**src/rtl/led_blink_sequencer.sv**
```systemverilog
// LED blink sequencer: turns one-cycle event pulses into visible blinks.
// Each accepted event produces ON_MS ms lit followed by OFF_MS ms dark.
// Events arriving while a blink is in progress are held in a saturating
// pending counter, so back-to-back events show up as separate blinks.
//
// state | meaning
// ------+-----------------------------------------------------------
// IDLE  | LED dark, nothing pending; start a blink as soon as PENDING > 0
// ON    | LED lit for ON_MS*MS_DIV cycles
// OFF   | LED dark for OFF_MS*MS_DIV cycles, then chain or go idle
module led_blink_sequencer #(
  parameter int CLK_HZ = 50000000,
  parameter int ON_MS  = 100,
  parameter int OFF_MS = 100,
  parameter int QW     = 4
) (
  input  logic          clk,
  input  logic          rst_n,
  input  logic          EVT_IN,
  output logic          LED_OUT,
  output logic          BUSY,
  output logic [QW-1:0] PENDING,
  output logic          OVF
);

  localparam int MS_DIV = CLK_HZ / 1000;
  localparam int PW     = (MS_DIV > 1) ? $clog2(MS_DIV) : 1;
  localparam int MAXMS  = (ON_MS > OFF_MS) ? ON_MS : OFF_MS;
  localparam int MW     = (MAXMS > 1) ? $clog2(MAXMS) : 1;

  localparam logic [PW-1:0] PRE_LAST = PW'(MS_DIV - 1);
  localparam logic [MW-1:0] ON_LAST  = MW'(ON_MS - 1);
  localparam logic [MW-1:0] OFF_LAST = MW'(OFF_MS - 1);
  localparam logic [QW-1:0] PEND_MAX = '1;

  typedef enum logic [1:0] {
    S_IDLE = 2'd0,
    S_ON   = 2'd1,
    S_OFF  = 2'd2
  } state_t;

  state_t        state_q, state_d;
  logic [PW-1:0] pre_q, pre_d;
  logic [MW-1:0] ms_q, ms_d;
  logic [QW-1:0] pend_q, pend_d;
  logic          led_q, led_d;
  logic          ovf_q, ovf_d;

  logic pre_wrap;
  logic on_done;
  logic off_done;
  logic deq;
  logic accept;
  logic drop;

  // Terminal-count decode for the current phase.
  always_comb begin
    pre_wrap = (pre_q == PRE_LAST);
    on_done  = pre_wrap && (ms_q == ON_LAST);
    off_done = pre_wrap && (ms_q == OFF_LAST);
  end

  // Next-state logic; a dequeue happens on every transition into ON.
  always_comb begin
    state_d = state_q;
    deq     = 1'b0;
    case (state_q)
      S_IDLE: begin
        if (pend_q != '0) begin
          state_d = S_ON;
          deq     = 1'b1;
        end
      end
      S_ON: begin
        if (on_done) begin
          state_d = S_OFF;
        end
      end
      S_OFF: begin
        if (off_done) begin
          if (pend_q != '0) begin
            state_d = S_ON;
            deq     = 1'b1;
          end else begin
            state_d = S_IDLE;
          end
        end
      end
      default: begin
        state_d = S_IDLE;
      end
    endcase
  end

  // Prescaler and ms counter restart on every phase change so each phase
  // length is exact regardless of what came before.
  always_comb begin
    pre_d = pre_q;
    ms_d  = ms_q;
    if ((state_d != state_q) || (state_q == S_IDLE)) begin
      pre_d = '0;
      ms_d  = '0;
    end else if (pre_wrap) begin
      pre_d = '0;
      ms_d  = ms_q + MW'(1);
    end else begin
      pre_d = pre_q + PW'(1);
    end
  end

  // Saturating pending counter; a dequeue frees a slot for a same-cycle event.
  always_comb begin
    accept = EVT_IN && ((pend_q != PEND_MAX) || deq);
    drop   = EVT_IN && (pend_q == PEND_MAX) && !deq;
    pend_d = pend_q;
    if (accept && !deq) begin
      pend_d = pend_q + QW'(1);
    end else if (!accept && deq) begin
      pend_d = pend_q - QW'(1);
    end
    led_d = (state_d == S_ON);
    ovf_d = drop;
  end

  // State, timers, pending count and registered outputs.
  always_ff @(posedge clk or negedge rst_n) begin
    if (!rst_n) begin
      state_q <= S_IDLE;
      pre_q   <= '0;
      ms_q    <= '0;
      pend_q  <= '0;
      led_q   <= 1'b0;
      ovf_q   <= 1'b0;
    end else begin
      state_q <= state_d;
      pre_q   <= pre_d;
      ms_q    <= ms_d;
      pend_q  <= pend_d;
      led_q   <= led_d;
      ovf_q   <= ovf_d;
    end
  end

  assign LED_OUT = led_q;
  assign OVF     = ovf_q;
  assign PENDING = pend_q;
  assign BUSY    = (state_q != S_IDLE) || (pend_q != '0);

endmodule
```
**config.mk**
```make
export PLATFORM = sky130hd
export DESIGN_NAME = led_blink_sequencer
export DESIGN_NICKNAME = d
export VERILOG_FILES = /design/src/rtl/led_blink_sequencer.sv
export SDC_FILE = /design/constraint.sdc
export NUM_CORES = 1
export LEC_CHECK = 0
export CORE_AREA = 2 2 76 78
export CTS_BUF_LIST = sky130_fd_sc_hd__clkbuf_8
export CTS_CLUSTER_DIAMETER = 150
export CTS_CLUSTER_SIZE = 14
export DETAILED_ROUTE_END_ITERATION = 10
export DIE_AREA = 0 0 78 80
export PLACE_DENSITY = 0.54
export SYNTH_ARGS = -nofsm -noshare
export SYNTH_HDL_FRONTEND = slang
export SYNTH_SLANG_ARGS = --single-unit
```
**constraint.sdc**
```tcl
create_clock -name clk -period 6.8 [get_ports clk]
set_input_delay 1.02 -clock clk [delete_from_list [all_inputs] [get_ports clk]]
set_output_delay 1.02 -clock clk [all_outputs]
set_load 0.02 [all_outputs]
```
==> results by group <==
Run status
  – Status: complete, no violations

Placement
  – Post-DP HPWL: 2300 microns
  – Port Buffer Count: 9
  – Final RePlAce weighted congestion: 0.741

Timing
  – Hold Fails Final Rpt: 0
  – Endpoints failing setup: 0
  – Unrepaired setup endpoints after global routing: no
  – Setup TNS: 0 ps
  – Worst-Margin Slew: 578 ps
  – Max Freq: 311 MHz
  – Tmin final: 3220 ps
  – Period utilization: 47.3%
  – Worst Clk Skew: 2.58 ps
  – Fin. max-slew vios: 0
  – Slew headroom: 61.2%

Route
  – Initial DRC count: 56
  – DR vias: 1311
  – Final wirelength: 3400 microns
  – Vias/cell: 5.06
  – Remaining DRCs: 0
  – 1st-pass router iterations: 4
  – Number of routed nets with antenna violations: 0
  – Routed wire per std cell: 13.1 microns

Worst setup path
  – Worst Setup Path Type: flop to output port
  – Crit path arrival time: 2200 ps
  – CP Launch Type: flop
  – Worst Path Max Fanout: 6
  – Crit end category: output port
  – Worst Path Required: 5780 ps

Logic synthesis
  – Post-Synth Simple-Gate Area: 25.5%
  – Mux cell area share after synthesis: 4.13%
  – Post-Syn Area: 1730 sq um
  – Top FF cell, synth: dfrtp_1
  – XOR/XNOR Fraction of Synth Area: 9.12%
  – Adder-Cell Fraction of Synth Area: 4.78%
  – Synth cell count leaders: 31 x dfrtp_1, 25 x nor2_1, 16 x xnor2_1, 12 x nand2_1, 11 x nand3_1
  – Net Count, Synth: 186
  – FFs w/ async S/R, synth: 100%
  – Gate Count Post-Synth: 177
  – Seq cells post-synth: 31
  – Dominant cells by area after synthesis: dfrtp_1 45%, xnor2_1 8.1%, nor2_1 5.4%, ha_1 3.6%, mux2i_1 3.5%
  – Post-synth cell types: 38
  – Synth area leader: dfrtp_1
  – Mapped Avg Cell Area: 9.76 sq um
  – Compound-gate portion of the synthesized area: 8.33%
  – Number of flops mapped to enable cells by yosys: 0
  – Main combinational cell family by area after synthesis: simple AND/OR/NAND/NOR gates
  – Share of the synthesized area in the top cell type: 44.9%
  – Count leader, synth: dfrtp_1
  – Sequential-to-total area share from yosys stat: 44.9%
  – YS warnings: 0

Pwr
  – Max IR drop VDD: 0.175 mV
  – PD cells: 277 nW/um^2
  – Cell-internal power: 0.365 mW
  – Total power: 0.542 mW
  – Leak: 0.776 nW
  – Sw Ratio: 32.6%
  – Clock power frac: 23.9%
  – P_sw: 0.177 mW
  – Seq pwr share: 49.4%
  – Logic pwr share: 26.8%

CTS
  – CTS buffer count: 5
  – Clk sinks: 31
  – Clock transition at the registers of the reported paths: 60 ps
  – Post-CTS Setup Repair Bufs: 0
  – CTS Hold Bufs: 0
  – Clk_lat worst skew: 270 ps
  – CTS tree: done
  – Post-CTS Resized: 0
  – H-tree levels: 2
  – CTS root buffer: clkbuf_8
  – Clock Tree Buf Depth: 2

Die
  – Die area: 6240 sq um
  – Die width: 78 microns
  – I/O Pins: 10
  – Die Y: 80 microns
  – Initial Util: 32.0%
  – FP Rows: 27
  – Placeable Area: 5410 sq um

Job
  – Max capacitance violation total: 0

Global route
  – Vias in the first global route: 1235
  – GRT Util Overall: 11.8%
  – Largest net degree at the start of global routing: 32
  – Total gr overflow: 0
  – Number of antenna violations at the first check in global routing: 0
  – First-pass GRT wire length: 5820 microns

Worst hold path
  – Worst hold path class: flop to flop

Final layout
  – Share of cells above drive strength 1: 5.88%
  – Final nets: 197
  – N_diodes: 0
  – Layout area overhead: 13.1%
## worst paths after layout
check	start	slack [ps]	depth (start not counted)	end
setup / recovery	PENDING[0]	3580	3	BUSY
hold / removal	pre_q[0]	490	1	pre_q[0]
setup reg to reg	pre_q[0]	3720	12	PENDING[3]
hold reg to reg	pre_q[0]	490	1	pre_q[0]
max in group asynchronous	rst_n	5360	2	pre_q[4]
min in group asynchronous	rst_n	1140	2	pre_q[5]
## stage by stage
stage | hold slack (ps) | cell area, sq um | std cells | util, % | setup slack [ps]
after floorplan | 455 | 1730 | 177 | - | 4120
after global placement | 478 | 1880 | 253 | 34.8 | 3710
after detailed placement | 485 | 1880 | 253 | 34.8 | 3680
after CTS | 493 | 1950 | 259 | 36.2 | 3560
after global routing | 532 | 1950 | 259 | 36.2 | 3440
final | 487 | 1950 | 259 | 36.2 | 3580
## final cells by class
cell class              instances  area [sq um]
inverters                       6          22.5
flip-flops and latches         31           776
clock inverters                 1          3.75
repair buffers                 10          97.6
clock buffers                   5          68.8
multi-input cells             134           896
well taps                      72          90.1
fillers                       573          3450
## cell usage in the layout, fill, tap and decap left out, types with 3 or more instances in the layout
master,count
a21oi_1,5
nand4_1,6
xnor2_1,16
or4_1,3
clkbuf_8,5
nor3_1,3
o211ai_1,3
nor2_1,25
o21ai_0,5
clkdlybuf4s50_1,9
inv_1,7
mux2i_1,6
nand3_1,11
a211oi_1,3
nor4_1,5
dfrtp_1,31
ha_1,5
nand2_1,12
## sequential cells by signal, indices dropped and copies added, names as in the netlist
register  count
LED_OUT       1
ms_q          7
PENDING       4
pre_q        16
state_q       2
OVF           1
## worst max-delay path, stage by stage, from the launching register on
cell and delay (ps):
dfrtp_1 450, or4_1 600, or3_1 330, clkdlybuf4s50_1 550
## logic make-up after synthesis
logic type               Yosys count
AO/OA/AOI/OAI                     23
buffers and inverters             12
flip-flops                        31
adder cells (fa/ha/maj)            6
multiplexers                       7
AND/OR/NAND/NOR                   80
XOR/XNOR                          18
## power groups by stage
stage	combinational [mW]	sequential [mW]	clock, mW
floorplan	0.0975	0.271	0
global placement	0.145	0.271	0
detailed placement	0.147	0.271	0
CTS	0.147	0.268	0.135
global route	0.162	0.275	0.144
finish	0.145	0.268	0.129
## per-layer routing
metal,GRT usage (%),share of wire (%)
met5,0,0
met4,4.74,1.3
met3,3.39,3.5
met2,16.9,43
met1,16.6,52
(Power assumes the default switching activity.)
